[src/rtl/polyphase_decim_mac_if.sv]
`default_nettype none
// ---------------------------------------------------------------------------
// polyphase_decim_mac_if : vector-in / sample-out bus of the polyphase MAC
// Rev 1.0
// ---------------------------------------------------------------------------
interface polyphase_decim_mac_if #(
  parameter int DW = 11,
  parameter int CW = 12
);
  logic                 in_valid;
  logic signed [DW-1:0] in_ph [4];
  logic signed [CW-1:0] coef  [4];
  logic                 in_ready;
  logic                 out_valid;
  logic signed [DW-1:0] out_data;
  logic                 sat;
  logic                 overrun;

  modport master (
    output in_valid, in_ph, coef,
    input  in_ready, out_valid, out_data, sat, overrun
  );

  modport slave (
    input  in_valid, in_ph, coef,
    output in_ready, out_valid, out_data, sat, overrun
  );
endinterface
`default_nettype wire

[src/rtl/polyphase_decim_mac.sv]
`default_nettype none
// ---------------------------------------------------------------------------
// polyphase_decim_mac : 4-tap polyphase weighted sum, two products per cycle,
// rounded (POLY_ROUND_EN) or truncated, saturated to DW bits.  Rev 1.0
// ---------------------------------------------------------------------------
module polyphase_decim_mac #(
  parameter int DW    = 11,
  parameter int CW    = 12,
  parameter int CFRAC = 10,
  parameter int ACCW  = DW + CW + 2
) (
  input  wire logic             clk,
  input  wire logic             reset,
  polyphase_decim_mac_if.slave  bus
);

  typedef enum logic [1:0] {IDLE = 2'd0, MAC0 = 2'd1, MAC1 = 2'd2, OUT = 2'd3} state_t;

  localparam logic signed [ACCW-1:0] c_max = ACCW'(2**(DW-1) - 1);
  localparam logic signed [ACCW-1:0] c_min = -c_max - 1;
`ifdef POLY_ROUND_EN
  localparam logic signed [ACCW-1:0] c_round = ACCW'(2**(CFRAC-1));
`else
  localparam logic signed [ACCW-1:0] c_round = '0;
`endif

  state_t                 r_state, w_state_nxt;
  logic signed [DW-1:0]   r_ph [4];
  logic signed [CW-1:0]   r_cf [4];
  logic signed [ACCW-1:0] r_acc;
  logic signed [DW-1:0]   r_out_data;
  logic                   r_out_valid, r_sat, r_overrun;

  logic                   w_accept;
  logic signed [ACCW-1:0] w_sum, w_shift;
  logic signed [DW-1:0]   w_res;
  logic                   w_clip;

  function automatic logic signed [ACCW-1:0] f_mul(input logic signed [DW-1:0] p,
                                                   input logic signed [CW-1:0] c);
    logic signed [ACCW-1:0] pe, ce;
    pe = $signed({{(ACCW-DW){p[DW-1]}}, p});
    ce = $signed({{(ACCW-CW){c[CW-1]}}, c});
    return pe * ce;
  endfunction

  assign bus.in_ready  = reset & ((r_state == IDLE) | (r_state == OUT));
  assign w_accept      = bus.in_valid & bus.in_ready;
  assign bus.out_valid = r_out_valid;
  assign bus.out_data  = r_out_data;
  assign bus.sat       = r_sat;
  assign bus.overrun   = r_overrun;

  // Second half of the sum plus rounding offset, then arithmetic rescale.
  assign w_sum   = r_acc + f_mul(r_ph[2], r_cf[2]) + f_mul(r_ph[3], r_cf[3]) + c_round;
  assign w_shift = w_sum >>> CFRAC;

  always_comb begin
    w_res  = w_shift[DW-1:0];
    w_clip = 1'b0;
    if (w_shift > c_max) begin
      w_res  = c_max[DW-1:0];
      w_clip = 1'b1;
    end else if (w_shift < c_min) begin
      w_res  = c_min[DW-1:0];
      w_clip = 1'b1;
    end
  end

  always_comb begin
    w_state_nxt = r_state;
    case (r_state)
      IDLE:    w_state_nxt = w_accept ? MAC0 : IDLE;
      MAC0:    w_state_nxt = MAC1;
      MAC1:    w_state_nxt = OUT;
      OUT:     w_state_nxt = w_accept ? MAC0 : IDLE;
      default: w_state_nxt = IDLE;
    endcase
  end

  always_ff @(posedge clk or negedge reset) begin
    if (!reset) r_state <= IDLE;
    else        r_state <= w_state_nxt;
  end

  always_ff @(posedge clk or negedge reset) begin
    if (!reset) begin
      for (int i = 0; i < 4; i++) begin
        r_ph[i] <= '0;
        r_cf[i] <= '0;
      end
      r_acc       <= '0;
      r_out_data  <= '0;
      r_out_valid <= 1'b0;
      r_sat       <= 1'b0;
      r_overrun   <= 1'b0;
    end else begin
      // Latched copies isolate the in-flight result from later input changes.
      if (w_accept) begin
        for (int i = 0; i < 4; i++) begin
          r_ph[i] <= bus.in_ph[i];
          r_cf[i] <= bus.coef[i];
        end
      end
      if (r_state == MAC0)
        r_acc <= f_mul(r_ph[0], r_cf[0]) + f_mul(r_ph[1], r_cf[1]);
      if (r_state == MAC1)
        r_out_data <= w_res;
      r_out_valid <= (r_state == MAC1);
      r_sat       <= (r_state == MAC1) & w_clip;
      r_overrun   <= bus.in_valid & ((r_state == MAC0) | (r_state == MAC1));
    end
  end

endmodule
`default_nettype wire

[src/flat_wrapper.sv]
// flat-port wrapper written by rule: the top's interface ports become plain ports
module polyphase_decim_mac_flat 
#(
  parameter int DW    = 11,
  parameter int CW    = 12,
  parameter int CFRAC = 10,
  parameter int ACCW  = DW + CW + 2
)
  (clk, reset, bus_in_valid, bus_in_ph, bus_coef, bus_in_ready, bus_out_valid, bus_out_data, bus_sat, bus_overrun);
  polyphase_decim_mac_if #(.DW(DW), .CW(CW)) bus_i ();
  input  wire logic clk;
  input  wire logic reset;
  input wire logic [$bits(bus_i.in_valid)-1:0] bus_in_valid;
  input wire logic [$bits(bus_i.in_ph)-1:0] bus_in_ph;
  input wire logic [$bits(bus_i.coef)-1:0] bus_coef;
  output wire logic [$bits(bus_i.in_ready)-1:0] bus_in_ready;
  output wire logic [$bits(bus_i.out_valid)-1:0] bus_out_valid;
  output wire logic [$bits(bus_i.out_data)-1:0] bus_out_data;
  output wire logic [$bits(bus_i.sat)-1:0] bus_sat;
  output wire logic [$bits(bus_i.overrun)-1:0] bus_overrun;
  assign bus_i.in_valid = bus_in_valid;
  assign bus_i.in_ph = {>>{bus_in_ph}};
  assign bus_i.coef = {>>{bus_coef}};
  assign bus_in_ready = bus_i.in_ready;
  assign bus_out_valid = bus_i.out_valid;
  assign bus_out_data = bus_i.out_data;
  assign bus_sat = bus_i.sat;
  assign bus_overrun = bus_i.overrun;
  polyphase_decim_mac #(.DW(DW), .CW(CW), .CFRAC(CFRAC), .ACCW(ACCW)) u_core (.clk(clk), .reset(reset), .bus(bus_i));
endmodule
[config.mk]
export PLATFORM = sky130hd
export DESIGN_NAME = polyphase_decim_mac_flat
export DESIGN_NICKNAME = d
export VERILOG_FILES = /design/src/rtl/polyphase_decim_mac_if.sv /design/src/rtl/polyphase_decim_mac.sv /design/src/flat_wrapper.sv
export SDC_FILE = /design/constraint.sdc
export NUM_CORES = 2
export LEC_CHECK = 0
export CELL_PAD_IN_SITES_DETAIL_PLACEMENT = 0
export CELL_PAD_IN_SITES_GLOBAL_PLACEMENT = 1
export CORE_MARGIN = 5
export CORE_UTILIZATION = 45
export CTS_CLUSTER_SIZE = 40
export DETAILED_ROUTE_END_ITERATION = 16
export PLACE_DENSITY_LB_ADDON = 0.1
export SYNTH_ARGS = -nofsm -noshare
export SYNTH_HDL_FRONTEND = slang
export SYNTH_SLANG_ARGS = --single-unit
[constraint.sdc]
create_clock -name clk -period 12.4 [get_ports clk]
set_input_delay 2.48 -clock clk [delete_from_list [all_inputs] [get_ports clk]]
set_output_delay 2.48 -clock clk [all_outputs]
set_load 0.01 [all_outputs]
==> flow_metrics.tcl <==
set metrics [dict create \
    clkLatencyLatePin_ps 500 \
    seqCellArea_um2 3328 \
    cts_buffer_depth 2 \
    dr.pass1.iters 5 \
    synth_edf_count 0 \
    ys_seq_elements 133 \
    synth_commonest_cells "inv_1 (619), fa_1 (559), nand2_1 (266)" \
    numCtsBuffers 17 \
    synth_top_area_share_pct 40.75 \
    multi_input_comb_area_um2 21390 \
    rsz0062_at_grt "no" \
    cp_data_required_time_ps 12790 \
    seq_area_frac_synth_pct 12.12 \
    htreeDepth 4 \
    yosys.area_share.simple_pct 13.69 \
    synth_top_family_by_area "adder cells" \
    ys_types 75 \
    fmax_mhz 91.18 \
    setup_viol 0 \
    gr-usage-met1_pct 25.31 \
    die_y_um 257.0 \
    cpMostUsedCell "fa_1" \
    path_max_fanout 13 \
    postCtsResizedCells 0 \
    status "complete, no violations" \
    drive_gt1_share_pct 5.692 \
    vias 18647 \
    io_buffers 109 \
    grt_overflow 0 \
    arrival_ps 11350 \
    syn_nets 3697 \
    finalWirelength_mm 63.87 \
    synthFlopType "dfrtp_1" \
    vias_per_cell 5.140 \
    synth.most_common_cell "inv_1" \
    nNetsFinal 3721 \
    dpl.hpwl_mm 53.68 \
    crit_path_start_kind "register" \
    met2_usage_pct 37.57 \
    worst_pin_slew_ps 817.0 \
    antenna_cells 0 \
    wl_per_cell_um 17.60 \
    grt_usage_pct 20.30 \
    clk_pin_slew_ps 70 \
    crit_path_top_delay_cell "o41ai_1" \
    grt_busiest_layer "met2" \
    synth_xor_area_share_pct 3.317 \
    cts_tree "built" \
    synthAdderAreaFrac_pct 51.37 \
    holdBufCountCts 0 \
    area_growth_pct 8.475 \
    synth_cells 2810 \
    grt_max_degree 48 \
    cpPeakStageDelay_ps 790 \
    drc 0 \
    fill_cells 5737 \
    post_cts_buffers 0 \
    grt_use_met3_pct 2.667 \
    ant_nets 0 \
    synth_compound_area_share_pct 5.135 \
    antenna_found_initial 0 \
    syn_area_um2 27460 \
    async_reset_ff_share_pct 100.0 \
    yosysWarnings 0 \
    synthMuxAreaShare_pct 4.369 \
    gp_congestion 0.8254 \
    drt_iter0_drc 669 \
    cts_root_buf "clkbuf_16" \
    synthTopCellsByArea "fa_1 (41%), dfrtp_1 (12%), ha_1 (11%)" \
    die_w_um 257.0 \
    setup_tns_ps 0 \
    clock-sinks 133 \
    yosysTopAreaCell "fa_1" \
    skew_ps 21.28 \
    min_period_ps 10970 \
    hold_violations 0 \
    cap_violations 0 \
    path_class "reg2reg" \
    grt_pass1_vias 20794 \
    maxSlewHeadroom_pct 44.82 \
    boundaryPins 110 \
    min_period_over_period_pct 88.44 \
    initial_core_util_pct 45.50 \
    grt_pass1_wl_mm 107.8 \
    hold_class "reg2reg" \
    slew_violations 0 \
    cp-end-kind "register" \
    core_area_um2 60360 \
    die_area_um2 66060 \
    num_rows 90 \
    postSynthAreaPerCell_um2 9.773 \
]
-- layout make-up --
type | count | share of cell area (%)
Inverter | 621 | 7.825
Sequential cell | 133 | 11.17
Clock inverter | 13 | 0.6594
Timing Repair Buffer | 113 | 3.768
Clock buffer | 18 | 1.474
Tap cell | 782 | 3.285
Multi-Input combinational cell | 1948 | 71.82
-- sequential cells by signal (all words and copies together), names as in the netlist --
register,flops
u_core.bus.overrun,1
u_core.bus.out_data,11
u_core.r_ph,44
u_core.r_state,2
u_core.bus.out_valid,1
u_core.bus.sat,1
u_core.r_cf,48
u_core.r_acc,25
-- stage by stage --
stage | setup WS [ps] | hold WS, ps | cells | instance area [um2] | utilization, %
after floorplan | 2404 | 460.1 | 2810 | 27460 | -
after global placement | 1588 | 487.2 | 3597 | 29150 | 48.30
after detailed placement | 1424 | 491.3 | 3597 | 29150 | 48.30
after CTS | 1385 | 505.7 | 3628 | 29790 | 49.35
after global routing | 648.5 | 526.7 | 3628 | 29790 | 49.35
final | 1433 | 505.1 | 3628 | 29790 | 49.35
-- layout by cell type (no fill, tap or decap), types with 5 or more instances in the layout --
| cell | n |
|---|---|
| and3_1 | 9 |
| clkbuf_16 | 17 |
| o21ai_0 | 43 |
| nand3_1 | 18 |
| o21a_1 | 10 |
| o21ai_1 | 6 |
| nor2_1 | 73 |
| a21oi_1 | 41 |
| dfrtp_1 | 133 |
| mux2_2 | 103 |
| a211oi_1 | 13 |
| or2_2 | 5 |
| nor3_1 | 32 |
| and2_1 | 246 |
| o2bb2ai_1 | 5 |
| ha_1 | 233 |
| clkdlybuf4s50_1 | 108 |
| nand2_1 | 265 |
| inv_1 | 619 |
| o31ai_1 | 7 |
| xor2_1 | 16 |
| o21bai_1 | 6 |
| a21o_1 | 15 |
| or3_1 | 11 |
| xnor2_1 | 88 |
| nor2b_1 | 10 |
| a31oi_1 | 13 |
| fa_1 | 559 |
| nand4_1 | 6 |
| nor3b_1 | 5 |
| nand2b_1 | 41 |
-- kinds of logic after synthesis --
family / after synthesis
compound gates: 205
simple gates: 740
xor+xnor: 104
mux: 107
fa+ha+maj: 792
flops: 133
buf+inv: 729
-- worst paths after layout --
check	from	to	slack, ps	depth (start not counted)
worst max-delay path	u_core.r_ph[16]$_DFFE_PN0P_	u_core.bus.out_data[5]$_DFFE_PN0P_	1430	34
worst min-delay path	u_core.bus.out_data[0]$_DFFE_PN0P_	u_core.bus.out_data[0]$_DFFE_PN0P_	510	1
worst max register to register	u_core.r_ph[16]$_DFFE_PN0P_	u_core.bus.out_data[5]$_DFFE_PN0P_	1430	34
worst min register to register	u_core.bus.out_data[0]$_DFFE_PN0P_	u_core.bus.out_data[0]$_DFFE_PN0P_	510	1
max in group asynchronous	reset	u_core.r_ph[21]$_DFFE_PN0P_	9430	2
min in group asynchronous	reset	u_core.r_ph[29]$_DFFE_PN0P_	1910	1
-- per-layer routing --
layer / vias up / share of wire (%)
met5: - / 0
met4: 0 / 1.6
met3: 67 / 2.7
met2: 266 / 55
met1: 9725 / 41
li1: 8589 / -
-- worst max-delay path: cells and delay by family (launching register included) --
kind | cells | cell delay (ps)
AO/OA/AOI/OAI | 9 | 3240
XOR/XNOR | 1 | 110
adder cells (fa/ha/maj) | 13 | 5770
buffers and inverters | 7 | 350
flip-flops | 1 | 550
AND/OR/NAND/NOR | 4 | 840
Power is left out: the tool's default activity adds up to more than one toggle a clock period on the data nets, which glitch-free logic cannot reach.
